==> config.mk <==
export PLATFORM = sky130hd
export DESIGN_NAME = free_list_multi
export DESIGN_NICKNAME = d
export VERILOG_FILES = /design/src/rtl/free_list_multi.sv
export SDC_FILE = /design/constraint.sdc
export NUM_CORES = 1
export LEC_CHECK = 0
export ABC_AREA = 1
export BUFFER_PORTS_ARGS = -buffer_cell sky130_fd_sc_hd__buf_4
export CORE_MARGIN = 2
export CORE_UTILIZATION = 45
export DETAILED_ROUTE_END_ITERATION = 10
export PLACE_DENSITY = 0.61
export SLEW_MARGIN = 20
export SYNTH_ARGS = -nofsm -noshare
export SYNTH_HDL_FRONTEND = slang
export SYNTH_SLANG_ARGS = --single-unit
==> constraint.sdc <==
create_clock -name clk -period 17.1 [get_ports clk]
set_clock_uncertainty 0.05 [all_clocks]
set_input_delay 3.42 -clock clk [delete_from_list [all_inputs] [get_ports clk]]
set_output_delay 3.42 -clock clk [all_outputs]
set_load 0.05 [all_outputs]
==> src/rtl/free_list_multi.sv <==
// Multi-lane physical register free list with checkpoint/restore.
// Grants the lowest free registers per lane; free strobes also update every checkpoint.
module free_list_multi #(
  parameter int NUM_PREGS = 64,
  parameter int ALLOC_W   = 2,
  parameter int FREE_W    = 2,
  parameter int NUM_CKPT  = 4,
  localparam int PW = $clog2(NUM_PREGS),
  localparam int CW = $clog2(NUM_CKPT)
) (
  input  logic                    clk,
  input  logic                    reset,
  input  logic [ALLOC_W-1:0]      alloc_req,
  output logic [ALLOC_W-1:0]      alloc_valid,
  output logic [ALLOC_W*PW-1:0]   alloc_preg,
  input  logic [FREE_W-1:0]       free_valid,
  input  logic [FREE_W*PW-1:0]    free_preg,
  input  logic                    ckpt_save,
  input  logic [CW-1:0]           ckpt_id,
  input  logic                    ckpt_restore,
  input  logic [CW-1:0]           restore_id,
  output logic [PW:0]             free_count,
  output logic                    empty,
  output logic                    double_free
);

  localparam logic [NUM_PREGS-1:0] RESET_MAP = {{(NUM_PREGS-1){1'b1}}, 1'b0};
  localparam logic [PW:0]          RESET_CNT = (PW+1)'(NUM_PREGS-1);

  logic [NUM_PREGS-1:0] bitmap_q, bitmap_d;
  logic [NUM_PREGS-1:0] ckpt_q [NUM_CKPT];
  logic [NUM_PREGS-1:0] ckpt_d [NUM_CKPT];
  logic [ALLOC_W-1:0]    alloc_valid_q, alloc_valid_d;
  logic [ALLOC_W*PW-1:0] alloc_preg_q, alloc_preg_d;
  logic [PW:0]           free_count_q, free_count_d;
  logic                  empty_q, empty_d;
  logic                  double_free_q, double_free_d;

  logic [NUM_PREGS-1:0] avail;
  logic [NUM_PREGS-1:0] free_mask;
  logic                 found;
  logic                 dbl;
  logic [PW-1:0]        idx;

  // NOTE: blocking assignments here are deliberate; avail is consumed lane by
  // lane so each lane sees the registers already taken by lower lanes.
  always_comb begin
    avail         = bitmap_q;
    alloc_valid_d = '0;
    alloc_preg_d  = '0;
    found         = 1'b0;
    for (int k = 0; k < ALLOC_W; k++) begin
      found = 1'b0;
      if (alloc_req[k] && !ckpt_restore) begin
        for (int i = 1; i < NUM_PREGS; i++) begin
          if (!found && avail[i]) begin
            found                    = 1'b1;
            alloc_valid_d[k]         = 1'b1;
            alloc_preg_d[k*PW +: PW] = PW'(i);
            avail[i]                 = 1'b0;
          end
        end
      end
    end
  end

  // P0 is never freed; a repeat within the cycle or of an already-free bit is an error.
  always_comb begin
    free_mask = '0;
    dbl       = 1'b0;
    idx       = '0;
    for (int j = 0; j < FREE_W; j++) begin
      idx = free_preg[j*PW +: PW];
      if (free_valid[j] && (idx != '0)) begin
        if (bitmap_q[idx] || free_mask[idx]) dbl = 1'b1;
        free_mask[idx] = 1'b1;
      end
    end
  end

  always_comb begin
    if (ckpt_restore) bitmap_d = ckpt_q[restore_id] | free_mask;
    else              bitmap_d = avail | free_mask;

    for (int s = 0; s < NUM_CKPT; s++) begin
      ckpt_d[s] = ckpt_q[s] | free_mask;
      if (ckpt_save && !ckpt_restore && (CW'(s) == ckpt_id)) ckpt_d[s] = bitmap_d;
    end

    free_count_d = '0;
    for (int i = 0; i < NUM_PREGS; i++) begin
      free_count_d = free_count_d + {{PW{1'b0}}, bitmap_d[i]};
    end
    empty_d       = (free_count_d == '0);
    double_free_d = double_free_q | dbl;
  end

  // NOTE: checkpoint slots are state that later restores read, so they are
  // reset like the live bitmap rather than left undefined.
  always_ff @(posedge clk) begin
    if (reset) begin
      bitmap_q      <= RESET_MAP;
      for (int s = 0; s < NUM_CKPT; s++) ckpt_q[s] <= RESET_MAP;
      alloc_valid_q <= '0;
      alloc_preg_q  <= '0;
      free_count_q  <= RESET_CNT;
      empty_q       <= 1'b0;
      double_free_q <= 1'b0;
    end else begin
      bitmap_q      <= bitmap_d;
      for (int s = 0; s < NUM_CKPT; s++) ckpt_q[s] <= ckpt_d[s];
      alloc_valid_q <= alloc_valid_d;
      alloc_preg_q  <= alloc_preg_d;
      free_count_q  <= free_count_d;
      empty_q       <= empty_d;
      double_free_q <= double_free_d;
    end
  end

  assign alloc_valid = alloc_valid_q;
  assign alloc_preg  = alloc_preg_q;
  assign free_count  = free_count_q;
  assign empty       = empty_q;
  assign double_free = double_free_q;

endmodule

After elaboration in Yosys (flattened, before gate mapping) --
Memory sizes are Yosys's and may differ from the RTL's. Index checks and enable logic that the tools add are counted.
Storage, ports and cells: bits in registers 87, memory bits (writable) 256, memory bits (read-only) 64, input port bits 24, output and inout port bits 23, logic and storage cells 1015, memories 2
Operators by class: add/sub/neg operators 63, magnitude comparators 4, equality and inequality tests 3, muxes and demuxes 653, bitwise operators 14, reductions and logical operators 268
Memories:
- ckpt_q | depth 4, width 64, read ports 5, clocked after memory_dff 0, write ports 4, line 31 | logic [NUM_PREGS-1:0] ckpt_q [NUM_CKPT];
- (name not given) | depth 64, width 1, read ports 1, clocked after memory_dff 0, write ports 0, line 75 | if (bitmap_q[idx] || free_mask[idx]) dbl = 1'b1;
Operators by type and width (number):
- $mux 6 | 124
- $mux 64 | 11
- $mux 1 | 511
- $or 64x64->64 | 7
- $add 7x1->7 | 57
- $logic_and 1x1->1 | 135
- $mux 63 | 2
- $logic_not 1->1 | 125
- $bmux 1 s6 | 3
- $lt 6x7->1 const B | 2
- $demux 1 s6 | 2
- $ge 6x1->1 const B | 2
- $reduce_bool 6->1 | 2
- $add 6x1->7 | 1
- $logic_not 7->1 | 1
- $add 5x1->6 | 1
- $add 4x1->5 | 1
- $or 1x1->1 | 5
- $add 3x1->4 | 1
- $eq 2x2->1 const A | 2
- $reduce_or 2->1 | 2
- $add 2x1->3 | 1
- $add 1x1->2 | 1
- $eq 1x2->1 const A | 1
- 3 further kinds | 5

Logic depth before layout (Yosys ltp) --
depth in word-level cells 567, depth in mapped cells 60, mapped depth without buffers 60

Worst setup path after synthesis --
Ideal clock, no wire load.
path kind input-to-reg, start input ckpt_restore, end register free_count_q[5] (netlist: free_count[5]), arrival time 13.042 ns, required time 16.927 ns, slack 3.885 ns, stages on the path 59, cell sequence buf_6 nor2_4 buf_6 nand2_1 nand2_1 nand3_2 nor2_2 nand4_2 nor2_2 nand4_1 nor2_2 nand4_1 nor2_1 nand4_1 nor2_4 nand4_2 nor2_2 nand4_1 (+23 left out) fa_1 inv_1 fa_1 inv_1 fa_1 inv_1 fa_1 fa_1 inv_1 fa_1 inv_1 ha_1 a21oi_1 nand2_1 a21oi_1 o21ai_0 xor2_1 or2_2
On the way: word-level cells in the longest chain between the ends 256, elaborated cells on any way between the ends 380
Ends and longest elaborated chain:
- start, declared | line 20 | input logic ckpt_restore,
- $logic_not 1->1 | line 54 | if (alloc_req[k] && !ckpt_restore) begin
- $logic_and 1x1->1 | line 54
- $mux 63 | line 54
- $mux 1 | line 56 | if (!found && avail[i]) begin
- $mux 1 | line 54
- $logic_not 1->1 | line 56
- $logic_and 1x1->1 | line 56
- $mux 1 | line 56
- (+240 left out)
- $mux 1 | line 54
- $logic_not 1->1 | line 56
- $logic_and 1x1->1 | line 56
- $mux 1 | line 56
- $mux 63 | line 54
- $or 64x64->64 | line 83 | else bitmap_d = avail | free_mask;
- $mux 64 (*) | line 82 | if (ckpt_restore) bitmap_d = ckpt_q[restore_id] | free_mask;
- $add 7x1->7 (*) | line 92 | free_count_d = free_count_d + {{PW{1'b0}}, bitmap_d[i]};
- end signal, assigned | line 114 | free_count_q <= free_count_d;
- end, declared | line 35 | logic [PW:0] free_count_q, free_count_d;
Mark *: on every way between the ends. The rest lies on a longest branch, timed or not. The select of a mux whose other input is x is not followed. A chain may end at the register's enable or synchronous reset.

Worst setup path after layout --
start input ckpt_restore, end register empty_q (netlist: empty)
On the way: word-level cells in the longest chain between the ends 257, elaborated cells on any way between the ends 381
Ends and longest elaborated chain:
- $logic_not 1->1 | line 54
- $logic_and 1x1->1 | line 54
- $mux 63 | line 54
- $mux 1 | line 56
- $mux 1 | line 54
- $logic_not 1->1 | line 56
- $logic_and 1x1->1 | line 56
- $mux 1 | line 56
- (+242 left out)
- $logic_and 1x1->1 | line 56
- $mux 1 | line 56
- $mux 63 | line 54
- $or 64x64->64 | line 83
- $mux 64 (*) | line 82
- $add 7x1->7 (*) | line 92
- via free_count_d[1] | line 35
- $logic_not 7->1 (*) | line 94 | empty_d = (free_count_d == '0);
- end signal, assigned | line 115 | empty_q <= empty_d;
- end, declared | line 36 | logic empty_q, empty_d;
The timed path passes the listed nets; every way through them passes the cells marked *. The select of a mux whose other input is x is not followed.

==> out/qor.txt <==
outcome = finished clean
max-slew violation count = 0
Startpoint Class = primary input
Yosys reg bits = 343
critical path peak fanout = 18
CTS buffer count = 40
CTS tree = yes
Routed WL per cell = 26.1 µm
part of the cycle the worst path needs = 85.4%
final design instance area without fill = 23,200 µm²
Ports = 47
sequential element share of the synthesized area = 32.7%
maximum root-to-sink buffer count = 3
initial core utilization = 45.4%
Pleak = 9.99 nW
Final Critical Period = 14.60 ns
Die Height = 220 µm
syn_area_per_cell = 7.07 µm²
placed cell area = 21,900 µm²
# rows = 79
P&R area growth vs syn = 10.7%
Syn Inst Count = 2,968
Synth Flop Type = dfxtp_1
Max Clock Freq = 68.5 MHz
EDFF count, synth = 0
most frequent CP cell = nand4_1
Crit Path Class = in -> reg
Routed Antenna Nets = 0
critical path required time = 17.57 ns
IO buf count = 46
Setup TNS = 0 ns
Reg2Reg Setup Slack = 5.29 ns
Hold Path Class = reg -> reg
CTS Root Cell = clkbuf_16
# diodes = 0
Slowest-stage cell, CP = fa_1
initial antenna violation count = 6
Post-synth ARST share = 0%
drt total wl = 93,300 µm
vias per cell = 6.45
Largest stage delay, worst path = 0.56 ns
total power = 4.06 mW
worst-skew pair later-pin latency = 0.59 ns
CTS sink cnt = 343
post-layout worst setup margin = 2.51 ns
Yosys Warn Count = 0
final hold vios = 0
drt initial violations = 2,913
Pwr Density = 175 nW/µm²
Gates resized, CTS repair = 0
largest net degree at the start of global routing = 133
Tot GR Track Use = 38.2%
Mapped Area = 21,000 µm²
max-cap violation count = 0
GRT overflow = 0
hold buffer count at CTS = 0
clock-pin slew on the worst setup and hold paths = 0.06 ns
RSZ-0062 raised after global routing = false
total die area = 48,400 µm²
DRC = 0
Die X = 220 µm
number of global-route vias before repair = 21.4k
ratio of cells with drive above 1 in the final layout = 8.60%
Final Setup Violations = 0
HPWL after DPL = 67,000 µm
crit path DAT = 15.07 ns
Vias = 23.0k
Setup Buffers After CTS = 0
Worst-Margin Slew = 1.19 ns
count of unique library cells instantiated by Yosys = 57
H-tree depth = 2
relative slew slack = 20.1%
Core Region = 46,300 µm²
nets = 3,034
pre-CTS setup slack = 2.09 ns
first-pass GRT wire length = 138,000 µm
fillers = 4,690
routability cong. = 1.09
Setup crit end kind = flip-flop
Synth Net Count = 3,061
First-pass DRT Iterations = 6
worst vdd ir = 0.000893 V
## kinds of logic (layout without fill, tap and decap cells)
group                    Yosys count  in the layout  synth area share (%)
AND/OR/NAND/NOR                 1080           1080                  24.0
AO/OA/AOI/OAI                    957            957                  27.8
buffers and inverters            515            513                  9.29
flip-flops                       343            343                  32.7
adder cells (fa/ha/maj)           69             69                  6.04
XOR/XNOR                           4              4                 0.167
## final cells by class
| cell class | count | area (µm²) | area share, % |
|---|---|---|---|
| flip-flops and latches | 343 | 6870 | 29.6 |
| multi-input cells | 2110 | 12200 | 52.6 |
| inverters | 345 | 1310 | 5.64 |
| repair buffers | 101 | 766 | 3.30 |
| clock buffers | 54 | 1100 | 4.75 |
| clock inverters | 13 | 208 | 0.894 |
| well taps | 607 | 759 | 3.27 |
## Yosys cell counts, types with 37 or more instances
| cell | n | share of area (%) |
|---|---|---|
| a21oi_1 | 202 | 4.8 |
| o21ai_0 | 349 | 8.3 |
| a221oi_1 | 37 | 1.5 |
| nor3_1 | 47 | 1.1 |
| clkbuf_1 | 158 | 2.8 |
| o211ai_1 | 173 | 6.2 |
| nand3_1 | 177 | 4.2 |
| nor2_1 | 211 | 3.8 |
| fa_1 | 54 | 5.1 |
| dfxtp_1 | 343 | 33 |
| inv_1 | 329 | 5.9 |
| o22ai_1 | 63 | 1.9 |
| nand2_1 | 532 | 9.5 |
## cell usage in the layout, fill, tap and decap left out, drive strengths merged, types with 2 or more instances in the layout
master | netlist | final
a2111oi | 7 | 7
a211oi | 12 | 12
a21oi | 202 | 202
a221o | 2 | 2
a221oi | 37 | 37
a22o | 2 | 2
a22oi | 26 | 26
a31oi | 10 | 10
a41oi | 3 | 3
buf | 12 | 101
bufinv | 0 | 4
clkbuf | 158 | 54
clkinv | 6 | 15
dfxtp | 343 | 343
fa | 54 | 54
ha | 15 | 15
inv | 339 | 338
nand2 | 540 | 540
nand3 | 179 | 179
nand4 | 54 | 54
nor2 | 242 | 242
nor3 | 47 | 47
nor4 | 12 | 12
o2111ai | 8 | 8
o211ai | 173 | 173
o21a | 8 | 8
o21ai | 358 | 358
o221ai | 7 | 7
o22ai | 63 | 63
o2bb2ai | 2 | 2
o311ai | 4 | 4
o31ai | 6 | 6
o41ai | 22 | 22
or2 | 4 | 4
xor2 | 3 | 3
## stage by stage
| step | hold WS [ns] | util (%) | std cells |
|---|---|---|---|
| after floorplan | 0.395 | - | 2968 |
| after global placement | 0.410 | 47.3 | 3503 |
| after detailed placement | 0.416 | 47.4 | 3505 |
| after CTS | 0.435 | 50.2 | 3572 |
| after global routing | 0.461 | 50.2 | 3573 |
| final | 0.435 | 50.2 | 3573 |
## path summary, 6_finish.rpt
| path | start | to | cells past startpoint |
|---|---|---|---|
| worst max-delay path | ckpt_restore | empty | 50 |
| worst min-delay path | ckpt_q[2][1] | ckpt_q[2][1] | 2 |
| worst max register to register | bitmap_q[1] | empty | 52 |
| worst min register to register | ckpt_q[2][1] | ckpt_q[2][1] | 2 |
## power by group
part	total (mW)	internal (mW)	switching (mW)
combinational	2.28	0.922	1.36
sequential	0.895	0.862	0.0327
clock	0.887	0.515	0.372
## sequential cells by signal (all words and copies together), names as in the netlist
register / cells
empty: 1
alloc_valid: 2
ckpt_q: 256
alloc_preg: 12
bitmap_q: 64
double_free: 1
free_count: 7
## worst max-delay path, delay by kind of cell
family          cells  cell delay, ns
fa+ha+maj          10            4.63
buf+inv             5            0.73
compound gates      1            0.46
simple gates       34            5.82
## layer usage
| metal | GRT usage [%] | vias up | routed length (µm) |
|---|---|---|---|
| li1 | - | 10300 | - |
| met1 | 51.2 | 11100 | 38000 |
| met2 | 57.8 | 1358 | 40300 |
| met3 | 8.02 | 322 | 9810 |
| met4 | 19.4 | 8 | 5140 |
| met5 | 0 | - | 46 |
Note: power is estimated with default switching activity, not from simulation.
